<file path="src/rtl/control_fsm.sv">
// Multicycle MIPS-subset control FSM.
// Drives datapath selects, memory strobes and PC/IR/regfile enables per state.
module control_fsm (
  input  logic        clk,
  input  logic        reset,
  input  logic [31:0] Instr,
  input  logic        stall,
  input  logic        OUTLSB,
  input  logic        waitrequest,
  output logic        PcEn,
  output logic        IorD,
  output logic        IrWrite,
  output logic        IrSel,
  output logic        RegDst,
  output logic        MemToReg,
  output logic        RegWrite,
  output logic        ALUSrcA,
  output logic [1:0]  ALUSrcB,
  output logic        ExtSel,
  output logic [3:0]  ALUControl,
  output logic        ALUsel,
  output logic        PCSrc,
  output logic        read,
  output logic        write,
  output logic        active
);

  typedef enum logic [2:0] {
    FETCH  = 3'd0,
    DECODE = 3'd1,
    EXEC   = 3'd2,
    MEM    = 3'd3,
    WB     = 3'd4,
    HALT   = 3'd5
  } state_t;

  localparam logic [3:0] ALU_ADD   = 4'b0000;
  localparam logic [3:0] ALU_AND   = 4'b0010;
  localparam logic [3:0] ALU_OR    = 4'b0011;
  localparam logic [3:0] ALU_XOR   = 4'b0100;
  localparam logic [3:0] ALU_SLTU  = 4'b0101;
  localparam logic [3:0] ALU_EQ    = 4'b0110;
  localparam logic [3:0] ALU_FUNCT = 4'b1111;

  state_t state, nxt;

  logic [5:0] op;
  logic [5:0] fn;
  logic is_r, is_jr, is_addiu, is_sltiu;
  logic is_andi, is_ori, is_xori;
  logic is_lw, is_sw, is_beq, is_bne;
  logic is_ialu, is_br, supported;
  logic go, taken;
  logic unused_ok;

  assign op = Instr[31:26];
  assign fn = Instr[5:0];
  assign unused_ok = ^Instr[25:6];

  assign is_r     = (op == 6'h00);
  assign is_jr    = is_r && (fn == 6'h08);
  assign is_addiu = (op == 6'h09);
  assign is_sltiu = (op == 6'h0B);
  assign is_andi  = (op == 6'h0C);
  assign is_ori   = (op == 6'h0D);
  assign is_xori  = (op == 6'h0E);
  assign is_lw    = (op == 6'h23);
  assign is_sw    = (op == 6'h2B);
  assign is_beq   = (op == 6'h04);
  assign is_bne   = (op == 6'h05);

  assign is_ialu = is_addiu | is_sltiu | is_andi | is_ori | is_xori;
  assign is_br   = is_beq | is_bne;
  assign supported = is_r | is_ialu | is_lw | is_sw | is_br;

  // PC/regfile commits wait until neither memory nor ALU is busy
  assign go    = ~waitrequest & ~stall;
  assign taken = is_beq ? OUTLSB : ~OUTLSB;

  always_ff @(posedge clk) begin
    if (reset) state <= FETCH;
    else       state <= nxt;
  end

  always_comb begin
    nxt        = state;
    PcEn       = 1'b0;
    IorD       = 1'b0;
    IrWrite    = 1'b0;
    IrSel      = 1'b0;
    RegDst     = 1'b0;
    MemToReg   = 1'b0;
    RegWrite   = 1'b0;
    ALUSrcA    = 1'b0;
    ALUSrcB    = 2'b00;
    ExtSel     = 1'b0;
    ALUControl = ALU_ADD;
    ALUsel     = 1'b0;
    PCSrc      = 1'b0;
    read       = 1'b0;
    write      = 1'b0;
    active     = 1'b1;
    if (reset) begin
      nxt = FETCH;
    end else begin
      unique case (state)
        FETCH: begin
          read    = 1'b1;
          ALUSrcB = 2'b01;
          if (go) begin
            IrWrite = 1'b1;
            PcEn    = 1'b1;
            nxt     = DECODE;
          end
        end
        DECODE: begin
          IrSel   = 1'b1;
          ALUSrcB = 2'b11;
          nxt     = supported ? EXEC : HALT;
        end
        EXEC: begin
          IrSel   = 1'b1;
          ALUSrcA = 1'b1;
          if (is_r) begin
            if (is_jr) begin
              if (go) begin
                PcEn = 1'b1;
                nxt  = FETCH;
              end
            end else begin
              ALUControl = ALU_FUNCT;
              if (!stall) nxt = WB;
            end
          end else if (is_ialu) begin
            ALUSrcB = 2'b10;
            ExtSel  = is_andi | is_ori | is_xori;
            unique case (1'b1)
              is_sltiu: ALUControl = ALU_SLTU;
              is_andi:  ALUControl = ALU_AND;
              is_ori:   ALUControl = ALU_OR;
              is_xori:  ALUControl = ALU_XOR;
              default:  ALUControl = ALU_ADD;
            endcase
            nxt = WB;
          end else if (is_lw | is_sw) begin
            ALUSrcB = 2'b10;
            nxt     = MEM;
          end else if (is_br) begin
            ALUControl = ALU_EQ;
            if (go) begin
              if (taken) begin
                PcEn   = 1'b1;
                ALUsel = 1'b1;
              end
              nxt = FETCH;
            end
          end else begin
            nxt = HALT;
          end
        end
        MEM: begin
          IrSel  = 1'b1;
          IorD   = 1'b1;
          ALUsel = 1'b1;
          if (is_lw) begin
            read = 1'b1;
            if (go) begin
              RegWrite = 1'b1;
              nxt      = FETCH;
            end
          end else if (is_sw) begin
            // strobe stays up for the whole stalled access
            write = 1'b1;
            if (!waitrequest) nxt = FETCH;
          end else begin
            nxt = HALT;
          end
        end
        WB: begin
          IrSel    = 1'b1;
          MemToReg = 1'b1;
          ALUsel   = 1'b1;
          RegDst   = is_r;
          if (go) begin
            RegWrite = 1'b1;
            nxt      = FETCH;
          end
        end
        HALT: begin
          active = 1'b0;
        end
        default: begin
          nxt = FETCH;
        end
      endcase
    end
  end

endmodule
</file>
<file path="config.mk">
export PLATFORM = sky130hd
export DESIGN_NAME = control_fsm
export DESIGN_NICKNAME = d
export VERILOG_FILES = /design/src/rtl/control_fsm.sv
export SDC_FILE = /design/constraint.sdc
export NUM_CORES = 1
export LEC_CHECK = 0
export BUFFER_PORTS_ARGS = -buffer_cell sky130_fd_sc_hd__buf_2
export CELL_PAD_IN_SITES_DETAIL_PLACEMENT = 1
export CELL_PAD_IN_SITES_GLOBAL_PLACEMENT = 1
export CORE_UTILIZATION = 27
export CTS_CLUSTER_DIAMETER = 150
export DETAILED_ROUTE_END_ITERATION = 10
export PLACE_DENSITY = 0.9
export SYNTH_ARGS = -nofsm -noshare
export SYNTH_HDL_FRONTEND = slang
export SYNTH_SLANG_ARGS = --single-unit
export TNS_END_PERCENT = 1
</file>
<file path="constraint.sdc">
create_clock -name clk -period 1.95 [get_ports clk]
set_input_delay 0.2925 -clock clk [delete_from_list [all_inputs] [get_ports clk]]
set_output_delay 0.2925 -clock clk [all_outputs]
set_load 0.01 [all_outputs]
</file>
==> impl_results.rst, run 1 <==
.. list-table::
   :header-rows: 1

   * - Metric
     - Value
   * - Run status
     - finished with violations
   * - Violations in the final reports
     - DRC, setup timing
   * - DR top layer
     - met4
   * - # IOs
     - 57
   * - CP Cell Sequence
     - nor2b_4 -> nand3_2 -> or4b_4 -> a211oi_2 -> buf_2
   * - Reg2Reg Capture Point
     - state[0]$_SDFFE_PP0P_
   * - GRT Util Overall
     - 19.15%
   * - Worst r2r path cells
     - 5
   * - Area added between synthesis and finish
     - 43.83%
   * - Setup repair after global routing missed its margin
     - true
   * - Number of flip-flops in the largest register
     - 3
   * - Count of fill cells added during filler insertion
     - 405
   * - Critical path origin
     - state[1]$_SDFFE_PP0P_
   * - Number of cells on the critical path
     - 5
   * - Dpl hpwl
     - 2507 um
   * - Cell type of the slowest stage on the worst timing path
     - sky130_fd_sc_hd__or4b_4
   * - Critical path destination
     - PcEn
   * - Routability congestion estimate
     - 0.8501
   * - DR vias/cell
     - 5.500
   * - Fraction of power spent switching nets
     - 47.93%
   * - Accumulated negative setup slack
     - -0.1226 ns
   * - Rel. slew slack
     - 57.31%
   * - Routed wire per std cell
     - 15.57 um
   * - Area taken by multi-input logic gates
     - 701.9 um^2
   * - Layout Utilization
     - 42.24%
   * - Bufs and invs on worst path
     - 1
   * - Fraction of layout instances using a drive strength above 1
     - 45.61%
   * - EDFF count, synth
     - 0
   * - Full die area
     - 3303 um^2
   * - Final layout net count
     - 209
   * - Routed met2 length
     - 1584 um
   * - Maximum operating frequency
     - 0.4852 GHz
   * - Worst clock skew
     - 0.0006140 ns
   * - Detailed-route DRC error count
     - 6
   * - Register with the most flip-flops
     - state
   * - Sequential cell area fraction in the yosys report
     - 7.229%
   * - Initial standard-cell utilization of the core
     - 29.37%
   * - Data arrival, critical path
     - 1.77 ns
   * - Total congestion overflow
     - 0
   * - Routed wire length on met3
     - 139 um
   * - Buffers on Ports
     - 35
   * - Worst-Skew Late Latency
     - 0.23 ns
   * - Max-slew violation total from the final report
     - 0
   * - Area inside the core boundary
     - 2829 um^2
   * - Ratio of final minimum period to clock period
     - 105.7%
   * - Detailed Routing Iterations Pass 1
     - 7
   * - Reported leakage power
     - 0.5402 nW
   * - Combinational share of power
     - 72.0%
   * - Number of global-route vias before repair
     - 1117
   * - Proportion of power drawn by flip-flops and latches
     - 13.7%
   * - Netlist area before placement
     - 830.8 um^2
   * - Clock sink count
     - 3
   * - Startpoint of the most critical register-to-register path
     - state[0]$_SDFFE_PP0P_
   * - Total of endpoints with negative setup slack in the final report
     - 2
   * - Iteration-0 DRC Markers
     - 59
   * - Top delay family on crit path
     - simple AND/OR/NAND/NOR gates
   * - Max H-tree Level
     - 1
   * - Total via count after detailed routing
     - 1111
   * - Count of final hold-check violations
     - 0
   * - Pin count of the biggest net entering global routing
     - 20
   * - Critical Path Start Type
     - register
   * - Worst reg-to-reg setup slack
     - 0.29 ns
   * - Die boundary height
     - 57.47 um
   * - Net Count, Synth
     - 160
   * - Leading registers by flop count
     - state (3)
   * - Design internal power
     - 0.0003812 W
   * - Worst Path Required
     - 1.66 ns
   * - Shortest period the worst path allows
     - 2.061 ns
   * - Final critical-path setup slack
     - -0.1111 ns
   * - Cell area power density
     - 612.6 nW/um^2
   * - Max IR drop VDD
     - 261.0 uV
   * - Max-cap check violation count
     - 0
   * - Total CTS buffers
     - 3
   * - First-pass GRT wire length
     - 5016 um
   * - Share of flip-flops with an asynchronous set or reset after synthesis
     - 0%
   * - Proportion of power drawn by the clock network
     - 14.3%
   * - CTS Hold Bufs
     - 0
   * - Class of the tightest hold or removal check
     - in2reg
   * - Routed metal-1 wire length
     - 1326 um
   * - ANT cells
     - 0
   * - TritonCTS clock tree
     - built
   * - Distinct cell type count after synthesis
     - 51
   * - Actual slew at the worst max-slew pin
     - 0.6242 ns
   * - Root buf cell
     - sky130_fd_sc_hd__clkbuf_4
   * - Max Buffers Root-to-Sink
     - 2
   * - Site Rows
     - 19
   * - Antenna viol nets, final
     - 0
   * - Yosys warning total
     - 0
   * - Maximum fanout count along the critical path
     - 2
   * - Net load switching power
     - 0.0003509 W
   * - Clock-pin slew reported for the worst setup and hold paths after clock tree synthesis
     - 0.03 ns
   * - Top flip-flop cell by instance count after synthesis
     - sky130_fd_sc_hd__dfxtp_1
   * - Post-synthesis area per instance
     - 6.754 um^2
   * - Antenna violations before repair
     - 0
   * - Reg area
     - 62.56 um^2
   * - CP Class
     - reg2out
   * - Die X-Extent
     - 57.47 um
   * - Crit path largest cell delay
     - 0.52 ns
   * - Number of synthesized register bits
     - 3
   * - Cell count after synthesis
     - 123
   * - CP endpoint kind
     - primary output
   * - Total Wirelength
     - 3146 um
-- synthesized netlist by cell type (2+ instances only) --
cell	instances	area [um^2]
sky130_fd_sc_hd__a31oi_1	3	18.77
sky130_fd_sc_hd__nand3b_1	2	15.01
sky130_fd_sc_hd__nor2_1	17	63.81
sky130_fd_sc_hd__or3_1	2	12.51
sky130_fd_sc_hd__buf_4	3	22.52
sky130_fd_sc_hd__o211ai_1	2	15.01
sky130_fd_sc_hd__buf_2	4	20.02
sky130_fd_sc_hd__o21ai_0	2	10.01
sky130_fd_sc_hd__nor3_2	2	20.02
sky130_fd_sc_hd__inv_1	7	26.28
sky130_fd_sc_hd__nand2b_1	2	12.51
sky130_fd_sc_hd__nand3_1	5	25.02
sky130_fd_sc_hd__clkbuf_1	2	7.510
sky130_fd_sc_hd__a21oi_1	7	35.03
sky130_fd_sc_hd__o2111ai_1	2	17.52
sky130_fd_sc_hd__nand2_1	15	56.30
sky130_fd_sc_hd__buf_6	2	22.52
sky130_fd_sc_hd__and3_1	2	12.51
sky130_fd_sc_hd__nor3_1	6	30.03
sky130_fd_sc_hd__and2_1	2	12.51
sky130_fd_sc_hd__a2111oi_0	2	17.52
sky130_fd_sc_hd__dfxtp_1	3	60.06
-- worst min-delay path by stage --
stage / start / endpoint / slack (ns) / cells after the start
6_report: reset / state[0]$_SDFFE_PP0P_ / 0.59 / 3
4_1_cts: reset / state[0]$_SDFFE_PP0P_ / 0.55 / 3
3_3_place_gp: state[1]$_SDFFE_PP0P_ / state[1]$_SDFFE_PP0P_ / 0.72 / 3
5_1_grt: reset / state[0]$_SDFFE_PP0P_ / 0.61 / 3
3_5_place_dp: state[1]$_SDFFE_PP0P_ / state[1]$_SDFFE_PP0P_ / 0.73 / 3
2_1_floorplan: stall / state[0]$_SDFFE_PP0P_ / 0.64 / 4
-- layer usage --
layer	GRT usage, %	up-vias
met5	0	-
met1	22.40	518
met2	34.55	37
met3	2.268	8
li1	-	548
met4	8.711	0
-- area by class of cell --
| type | count | share of cell area [%] |
|---|---|---|
| repair buffers | 55 | 27.85 |
| well taps | 31 | 3.246 |
| inverters | 8 | 2.723 |
| flip-flops and latches | 3 | 5.236 |
| multi-input cells | 101 | 58.74 |
| clock buffers | 4 | 2.199 |
-- what timing repair did --
| action | CTS | global route |
|---|---|---|
| gates resized for setup | 8 | 4 |
| pin swaps | 4 | 1 |
| setup endpoints to repair | 4 | 6 |
| buffers inserted | 1 | 0 |
-- power by group through the flow --
stage / Sequential (W) / Clock (W) / Combinational (W)
floorplan: 0.0000865 / 0 / 0.000351
global placement: 0.0000938 / 0 / 0.000476
detailed placement: 0.0000938 / 0 / 0.000498
CTS: 0.000101 / 0.000113 / 0.000514
global route: 0.000102 / 0.000118 / 0.000573
finish: 0.000100 / 0.000105 / 0.000527
-- layout by cell type, fill, tap and decap left out, types with 2 or more instances in the layout --
master / Yosys / layout
sky130_fd_sc_hd__and3_1: 2 / 2
sky130_fd_sc_hd__nand2b_1: 2 / 2
sky130_fd_sc_hd__o211ai_1: 2 / 2
sky130_fd_sc_hd__dfxtp_2: 0 / 2
sky130_fd_sc_hd__clkbuf_4: 0 / 3
sky130_fd_sc_hd__buf_2: 4 / 35
sky130_fd_sc_hd__inv_1: 7 / 6
sky130_fd_sc_hd__nor3_4: 1 / 2
sky130_fd_sc_hd__buf_4: 3 / 18
sky130_fd_sc_hd__and2_1: 2 / 2
sky130_fd_sc_hd__o2111ai_1: 2 / 2
sky130_fd_sc_hd__a21oi_1: 7 / 7
sky130_fd_sc_hd__or3_4: 1 / 2
sky130_fd_sc_hd__nand3b_1: 2 / 2
sky130_fd_sc_hd__buf_6: 2 / 2
sky130_fd_sc_hd__nand3_1: 5 / 3
sky130_fd_sc_hd__nand3_2: 0 / 2
sky130_fd_sc_hd__nor3_1: 6 / 6
sky130_fd_sc_hd__nand2_1: 15 / 15
sky130_fd_sc_hd__nor2_1: 17 / 17
sky130_fd_sc_hd__a31oi_1: 3 / 3
sky130_fd_sc_hd__or4b_4: 1 / 2
sky130_fd_sc_hd__a2111oi_0: 2 / 2
sky130_fd_sc_hd__o21ai_0: 2 / 2
-- per-stage QoR --
| step | cell area [um^2] | setup slack, ns | hold WS [ns] | cells | power, W |
|---|---|---|---|---|---|
| after floorplan | 830.8 | 0.1374 | 0.6382 | 123 | 0.0004372 |
| after CTS | 1177 | -0.1019 | 0.5471 | 202 | 0.0007282 |
| final | 1195 | -0.1111 | 0.5853 | 202 | 0.0007320 |
| after detailed placement | 1115 | -0.1073 | 0.7318 | 197 | 0.0005920 |
| after global placement | 1115 | -0.06912 | 0.7170 | 197 | 0.0005696 |
| after global routing | 1195 | -0.1610 | 0.6088 | 202 | 0.0007927 |
-- worst register-to-register path: cells and delay by family, from the launching register on --
| kind | cells | cell delay (ns) |
|---|---|---|
| AOI/OAI and AO/OA | 3 | 0.89 |
| buffers and inverters | 1 | 0.23 |
| DFF | 1 | 0.34 |
| and+or+nand+nor | 1 | 0.10 |
-- cells by family (layout without fill, tap and decap cells) --
logic type | count (synthesis) | count (layout) | synth area share, %
AOI/OAI and AO/OA | 31 | 31 | 29.22
xor gates and xnor gates | 1 | 1 | 1.054
buffers and inverters | 19 | 67 | 12.35
DFF | 3 | 3 | 7.229
other | 1 | 1 | 0.4514
and+or+nand+nor | 68 | 68 | 49.70
No activity file was read; power rests on OpenSTA's default activity.
==> run 2, diff against run 1 <==
--- a/config.mk
+++ b/config.mk
@@ -8,11 +8,13 @@
 export BUFFER_PORTS_ARGS = -buffer_cell sky130_fd_sc_hd__buf_2
 export CELL_PAD_IN_SITES_DETAIL_PLACEMENT = 1
 export CELL_PAD_IN_SITES_GLOBAL_PLACEMENT = 1
+export CORE_ASPECT_RATIO = 0.75
 export CORE_UTILIZATION = 27
 export CTS_CLUSTER_DIAMETER = 150
 export DETAILED_ROUTE_END_ITERATION = 10
 export PLACE_DENSITY = 0.9
+export SETUP_SLACK_MARGIN = 0.1
 export SYNTH_ARGS = -nofsm -noshare
 export SYNTH_HDL_FRONTEND = slang
 export SYNTH_SLANG_ARGS = --single-unit
-export TNS_END_PERCENT = 1
+export TNS_END_PERCENT = 20
==> run 2 against run 1 <==
Net effect: the run ends with setup timing left; hold slack got worse by 0.013 ns; first-iteration DRC count decreased by 22%; non-clock buffer count unchanged; die area about the same; final area increased by 3.8%; maximum frequency increased by 1.9%; setup slack improved by 0.039 ns; sequential power increased by 5%; combinational power about the same; critical path type is now in2out; critical endpoint unchanged; largest cell class unchanged; largest power group unchanged.
==> impl_results.rst, run 2 (synthesized netlist as in run 1, its figures left out) <==
.. list-table::
   :header-rows: 1

   * - Metric
     - Value
   * - Run status
     - finished with violations
   * - Violations in the final reports
     - setup timing
   * - Worst-Skew Late Latency
     - 0.21 ns (-0.02 ns)
   * - Max IR drop VDD
     - 508.8 uV (+95%)
   * - Max-cap check violation count
     - 0 (unchanged)
   * - Worst clock skew
     - 0.001461 ns (+0.0008465 ns)
   * - Setup repair after global routing missed its margin
     - true
   * - Detailed-route DRC error count
     - 0 (-6)
   * - Most frequent cells in the layout
     - sky130_fd_sc_hd__buf_2, sky130_fd_sc_hd__buf_4, sky130_fd_sc_hd__nor2_1
   * - Final layout net count
     - 209 (unchanged)
   * - Number of stages on the worst hold path
     - 3 (unchanged)
   * - Clock sink count
     - 3 (unchanged)
   * - # IOs
     - 57 (unchanged)
   * - Combinational share of power
     - 65.1% (-6.9 points)
   * - Routed wire per std cell
     - 16.07 um (+3.2%)
   * - Cell area power density
     - 654.2 nW/um^2 (+6.8%)
   * - Worst Path Required
     - 1.66 ns (about the same)
   * - Total of endpoints with negative setup slack in the final report
     - 1 (-1)
   * - Worst slack on hold paths
     - 0.5726 ns (-0.01269 ns)
   * - DR vias/cell
     - 5.450 (-0.91%)
   * - Pin count of the biggest net entering global routing
     - 20 (unchanged)
   * - Antenna viol nets, final
     - 0 (unchanged)
   * - Die X-Extent
     - 66.05 um (+15%)
   * - Total Wirelength
     - 3358 um (+6.7%)
   * - Total CTS buffers
     - 3 (unchanged)
   * - Root buf cell
     - sky130_fd_sc_hd__clkbuf_8
   * - Initial standard-cell utilization of the core
     - 28.30% (-1.1 points)
   * - Dpl hpwl
     - 2511 um (+0.18%)
   * - Worst r2r path cells
     - 6 (+1)
   * - Most common library cell in the layout ignoring fill and taps
     - sky130_fd_sc_hd__buf_2
   * - Detailed Routing Iterations Pass 1
     - 4 (-3)
   * - ANT cells
     - 0 (unchanged)
   * - Reported leakage power
     - 0.5517 nW (+2.1%)
   * - Hold path endpoint
     - state[0]$_SDFFE_PP0P_
   * - Buffers on Ports
     - 35 (unchanged)
   * - Die boundary height
     - 50.04 um (-13%)
   * - Fraction of layout instances using a drive strength above 1
     - 46.78% (+1.2 points)
   * - Max-slew violation total from the final report
     - 0 (unchanged)
   * - Max Buffers Root-to-Sink
     - 2 (unchanged)
   * - Proportion of power drawn by the clock network
     - 21.9% (+7.6 points)
   * - Iteration-0 DRC Markers
     - 46 (-22%)
   * - Number of global-route vias before repair
     - 1142 (+2.2%)
   * - Actual slew at the worst max-slew pin
     - 0.7380 ns (+0.1139 ns)
   * - Total via count after detailed routing
     - 1139 (+2.5%)
   * - Placement-stage cell area
     - 1109 um^2 (-0.56%)
   * - Maximum operating frequency
     - 0.4946 GHz (+1.9%)
   * - GRT Util Overall
     - 21.48% (+2.3 points)
   * - Critical Path Start Type
     - input pin
   * - Crit path largest cell delay
     - 0.54 ns (+0.02 ns)
   * - Data arrival, critical path
     - 1.73 ns (-0.04 ns)
   * - Leading registers by flop count
     - state (3)
   * - Number of flip-flops in the largest register
     - 3 (unchanged)
   * - Total congestion overflow
     - 0 (unchanged)
   * - Reg2Reg Capture Point
     - state[0]$_SDFFE_PP0P_
   * - Full die area
     - 3305 um^2 (about the same)
   * - Rel. slew slack
     - 49.53% (-7.8 points)
   * - Area added between synthesis and finish
     - 49.25%
   * - First-pass GRT wire length
     - 5444 um (+8.5%)
   * - TritonCTS clock tree
     - built
   * - Max H-tree Level
     - 1 (unchanged)
   * - Fin area
     - 1240 um^2 (+3.8%)
   * - CP Class
     - in2out
   * - CP endpoint kind
     - primary output
   * - Antenna violations before repair
     - 0 (unchanged)
   * - Clock-pin slew reported for the worst setup and hold paths after clock tree synthesis
     - 0.03 ns (about the same)
   * - CP Cell Sequence
     - buf_6 -> or4b_4 -> nor3_4 -> nand2_2 -> a21o_1 -> a211oi_2 -> buf_2
   * - Design internal power
     - 0.0004433 W (+16%)
   * - Maximum fanout count along the critical path
     - 2 (unchanged)
   * - Fraction of power spent switching nets
     - 45.34% (-2.6 points)
   * - Worst reg-to-reg setup slack
     - 0.23 ns (-0.06 ns)
   * - Shortest period the worst path allows
     - 2.022 ns (-0.03911 ns)
   * - Net load switching power
     - 0.0003678 W (+4.8%)
   * - Worst Min Path Start
     - reset
   * - Startpoint of the most critical register-to-register path
     - state[1]$_SDFFE_PP0P_
   * - Routability congestion estimate
     - 0.9239 (+8.7%)
   * - Class of the tightest hold or removal check
     - in2reg
   * - Proportion of power drawn by flip-flops and latches
     - 13.0% (-0.7 points)
   * - Ratio of final minimum period to clock period
     - 103.7% (-2.0 points)
   * - Register with the most flip-flops
     - state
   * - Final critical-path setup slack
     - -0.07202 ns (+0.03911 ns)
   * - Cell type of the slowest stage on the worst timing path
     - sky130_fd_sc_hd__or4b_4
   * - Count of final hold-check violations
     - 0 (unchanged)
   * - Count of fill cells added during filler insertion
     - 396 (-2.2%)
   * - Site Rows
     - 17 (-2)
   * - Area inside the core boundary
     - 2935 um^2 (+3.8%)
[run 2: critical path, delay by kind of cell]
kind / cells / cell delay [ns]
compound gates: 2 / 0.36
buf+inv: 2 / 0.25
simple gates: 3 / 0.83
[run 2: cell type report]
type                    instances  area, um^2  share of cell area [%]
repair buffers                 55       339.1                   27.35
well taps                      38       47.55                   3.835
flip-flops and latches          3       62.56                   5.045
clock buffers                   4       45.04                   3.633
multi-input cells             101       715.7                   57.72
inverters                       8       30.03                   2.422
[run 2: power by group through the flow]
stage,Sequential (W),Combinational (W),Clock (W)
after floorplan,0.0000865,0.000351,0
after global placement,0.0000952,0.000477,0
after detailed placement,0.0000967,0.000495,0
after CTS,0.000105,0.000518,0.000184
after global routing,0.000108,0.000573,0.000193
final,0.000105,0.000528,0.000178
[run 2: how the worst max path moves through the flow]
stage                          startpoint   end  slack, ns
finish                           Instr[4]  PcEn      -0.07
global route        state[0]$_SDFFE_PP0P_  PcEn      -0.13
global placement                 Instr[2]  PcEn      -0.08
floorplan                        Instr[2]  PcEn       0.14
CTS                              Instr[4]  PcEn      -0.06
detailed placement               Instr[2]  PcEn      -0.09
[run 2: per-stage QoR]
| stage | util [%] | instances | setup WS (ns) | setup TNS [ns] | power [W] |
|---|---|---|---|---|---|
| 2_1_floorplan | - | 123 | 0.1374 | 0 | 0.0004372 |
| 3_3_place_gp | 37.77 | 202 | -0.07895 | -0.07895 | 0.0005719 |
| 5_1_grt | 42.24 | 209 | -0.1329 | -0.3868 | 0.0008744 |
| 4_1_cts | 42.03 | 209 | -0.05873 | -0.05873 | 0.0008066 |
| 6_report | 42.24 | 209 | -0.07202 | -0.07202 | 0.0008112 |
| 3_5_place_dp | 37.77 | 202 | -0.09335 | -0.1183 | 0.0005919 |
[run 2: what timing repair did]
item,in CTS,in global routing
gates resized for setup,13,1
pin swaps,11,2
hold buffers,0,0
buffers inserted,3,0
endpoints found under the setup margin,6,10
[run 2: per-layer routing]
metal	vias to the layer above	GRT usage (%)	share of wire [%]
met5	-	0	0
li1	542	-	-
met4	0	5.319	0.80
met1	567	28.01	46
met3	4	2.546	3.2
met2	26	37.07	50
==> run 3, diff against run 2 <==
--- a/config.mk
+++ b/config.mk
@@ -12,7 +12,7 @@
 export CORE_UTILIZATION = 27
 export CTS_CLUSTER_DIAMETER = 150
 export DETAILED_ROUTE_END_ITERATION = 10
-export PLACE_DENSITY = 0.9
+export PLACE_DENSITY_LB_ADDON = 0.1
 export SETUP_SLACK_MARGIN = 0.1
 export SYNTH_ARGS = -nofsm -noshare
 export SYNTH_HDL_FRONTEND = slang
==> run 3 against run 2 <==
Net effect: the flow still finishes with violations (setup timing); sequential power is 5% lower; final area rose by 5.1%; hold slack got worse by 0.0085 ns; non-clock buffer count is 10 higher; critical endpoint is now ExtSel; largest power group unchanged.
==> impl_results.rst, run 3 (synthesized netlist as in run 1, its figures left out) <==
.. list-table::
   :header-rows: 1

   * - Metric
     - Value
   * - Run status
     - finished with violations
   * - Violations in the final reports
     - setup timing
   * - Area inside the core boundary
     - 2935 um^2 (unchanged)
   * - Die boundary height
     - 50.04 um (unchanged)
   * - Total of endpoints with negative setup slack in the final report
     - 3 (+2)
   * - Dpl hpwl
     - 2466 um (-1.8%)
   * - Design internal power
     - 0.0004562 W (+2.9%)
   * - Total via count after detailed routing
     - 1113 (-2.3%)
   * - Area added between synthesis and finish
     - 56.93%
   * - Worst Path Required
     - 1.66 ns (about the same)
   * - Combinational share of power
     - 65.5% (+0.4 points)
   * - Reported leakage power
     - 0.5970 nW (+8.2%)
   * - Number of flip-flops in the largest register
     - 3 (unchanged)
   * - Setup repair after global routing missed its margin
     - true
   * - Net load switching power
     - 0.0003515 W (-4.4%)
   * - Clock sink count
     - 3 (unchanged)
   * - Most common library cell in the layout ignoring fill and taps
     - sky130_fd_sc_hd__buf_2
   * - Most frequent cells in the layout
     - sky130_fd_sc_hd__buf_2, sky130_fd_sc_hd__buf_4, sky130_fd_sc_hd__nor2_1
   * - Die X-Extent
     - 66.05 um (unchanged)
   * - CP endpoint kind
     - primary output
   * - Total Wirelength
     - 3241 um (-3.5%)
   * - Count of fill cells added during filler insertion
     - 397 (+0.25%)
   * - Fraction of layout instances using a drive strength above 1
     - 48.07% (+1.3 points)
   * - Fraction of power spent switching nets
     - 43.52% (-1.8 points)
   * - Maximum fanout count along the critical path
     - 2 (unchanged)
   * - ANT cells
     - 0 (unchanged)
   * - Routability congestion estimate
     - 0.8203 (-11%)
   * - TritonCTS clock tree
     - built
   * - Register with the most flip-flops
     - state
   * - Initial standard-cell utilization of the core
     - 28.30% (unchanged)
   * - Total CTS buffers
     - 3 (unchanged)
   * - Number of global-route vias before repair
     - 1099 (-3.8%)
   * - Detailed-route DRC error count
     - 0 (unchanged)
   * - Ratio of final minimum period to clock period
     - 103.1% (-0.54 points)
   * - Placement-stage cell area
     - 1161 um^2 (+4.7%)
   * - DR vias/cell
     - 5.082 (-6.7%)
   * - Critical Path Start Type
     - register
   * - Rel. slew slack
     - 60.99% (+11 points)
   * - Data arrival, critical path
     - 1.72 ns (about the same)
   * - Worst-Skew Late Latency
     - 0.21 ns (about the same)
   * - Max H-tree Level
     - 1 (unchanged)
   * - Shortest period the worst path allows
     - 2.011 ns (-0.01061 ns)
   * - # IOs
     - 57 (unchanged)
   * - Max-cap check violation count
     - 0 (unchanged)
   * - Site Rows
     - 17 (unchanged)
   * - Count of final hold-check violations
     - 0 (unchanged)
   * - Leading registers by flop count
     - state (3)
   * - Routed wire per std cell
     - 14.80 um (-7.9%)
   * - Detailed Routing Iterations Pass 1
     - 6 (+2)
   * - Max-slew violation total from the final report
     - 0 (unchanged)
   * - Clock-pin slew reported for the worst setup and hold paths after clock tree synthesis
     - 0.03 ns (about the same)
   * - Buffers on Ports
     - 35 (unchanged)
   * - Final layout net count
     - 219 (+4.8%)
   * - Proportion of power drawn by flip-flops and latches
     - 12.4% (-0.6 points)
   * - CP Class
     - reg2out
   * - GRT Util Overall
     - 21.44% (-0.048 points)
   * - Total congestion overflow
     - 0 (unchanged)
   * - Fin area
     - 1304 um^2 (+5.1%)
   * - Layout Utilization
     - 44.42% (+2.2 points)
   * - Final critical-path setup slack
     - -0.06141 ns (+0.01061 ns)
   * - Proportion of power drawn by the clock network
     - 22.0% (about the same)
   * - Antenna viol nets, final
     - 0 (unchanged)
   * - Root buf cell
     - sky130_fd_sc_hd__clkbuf_8
   * - Number of stages on the worst hold path
     - 3 (unchanged)
   * - First-pass GRT wire length
     - 5395 um (-0.90%)
   * - Antenna violations before repair
     - 0 (unchanged)
   * - Iteration-0 DRC Markers
     - 24 (-48%)
   * - Maximum operating frequency
     - 0.4972 GHz (+0.53%)
   * - Max IR drop VDD
     - 601.2 uV (+18%)
   * - Cell area power density
     - 619.5 nW/um^2 (-5.3%)
   * - Worst clock skew
     - 0.001868 ns (+0.0004077 ns)
   * - Full die area
     - 3305 um^2 (unchanged)
   * - CTS Hold Bufs
     - 0 (unchanged)
   * - Max Buffers Root-to-Sink
     - 2 (unchanged)
   * - Worst r2r path cells
     - 7 (+1)
   * - Pin count of the biggest net entering global routing
     - 20 (unchanged)
   * - Actual slew at the worst max-slew pin
     - 0.5705 ns (-0.1676 ns)
   * - Class of the tightest hold or removal check
     - in2reg
-- run 3: cell types whose count changed in the layout (fill, tap and decap cells not counted), sizes merged --
| cell | previous run | this run |
|---|---|---|
| buf | 55 | 65 |
-- run 3: final timing paths --
kind,endpoint,slack [ns],start
setup / recovery,ExtSel,-0.06,state[1]$_SDFFE_PP0P_
hold / removal,state[0]$_SDFFE_PP0P_,0.56,reset
setup reg to reg,state[0]$_SDFFE_PP0P_,0.31,state[2]$_SDFFE_PP0P_
hold reg to reg,state[1]$_SDFFE_PP0P_,0.74,state[1]$_SDFFE_PP0P_
-- run 3: power groups by stage --
stage	Clock, W	Combinational [W]	Sequential [W]
after floorplan	0	0.000351	0.0000865
after CTS	0.000184	0.000523	0.0000968
final	0.000178	0.000529	0.000100
after global routing	0.000191	0.000585	0.000104
after global placement	0	0.000507	0.0000955
after detailed placement	0	0.000517	0.0000945
-- run 3: routing by layer --
layer / vias up / track usage, % / wire length (um)
met4: 0 / 4.255 / 14
li1: 561 / - / -
met3: 2 / 1.389 / 120
met2: 37 / 35.71 / 1429
met1: 513 / 30.05 / 1676
met5: - / 0 / 0
-- run 3: what timing repair did --
item	CTS	global route
pin swaps	10	3
setup buffers	6	0
endpoints found under the setup margin	7	9
gates resized for setup	9	2
-- run 3: cell type report --
type | count | area (um^2) | share of cell area, %
Clock buffer | 4 | 45.04 | 3.455
Inverter | 8 | 30.03 | 2.303
Tap cell | 38 | 47.55 | 3.647
Timing Repair Buffer | 65 | 414.1 | 31.77
Sequential cell | 3 | 62.56 | 4.798
Multi-Input combinational cell | 101 | 704.4 | 54.03
-- run 3: metrics by stage --
stage          setup TNS (ns)  power (W)  worst slack (ns)  std cells  hold WS (ns)
4_1_cts               -0.3573  0.0008035           -0.1120        219        0.5643
2_1_floorplan               0  0.0004372            0.1374        123        0.6382
3_3_place_gp          -0.1013  0.0006030           -0.1013        209        0.7254
6_report              -0.1244  0.0008077          -0.06141        219        0.5641
3_5_place_dp          -0.1166  0.0006115           -0.1166        209        0.7448
5_1_grt               -0.5949  0.0008797           -0.1420        219        0.5976
-- run 3: critical path, stage by stage (launching register included) --
cell and delay, ns:
sky130_fd_sc_hd__dfxtp_2 0.31, sky130_fd_sc_hd__nor2b_4 0.16, sky130_fd_sc_hd__nand3_2 0.10, sky130_fd_sc_hd__buf_4 0.15, sky130_fd_sc_hd__buf_4 0.12, sky130_fd_sc_hd__buf_4 0.12
sky130_fd_sc_hd__buf_4 0.12, sky130_fd_sc_hd__buf_4 0.12, sky130_fd_sc_hd__nor3_1 0.14, sky130_fd_sc_hd__buf_2 0.15
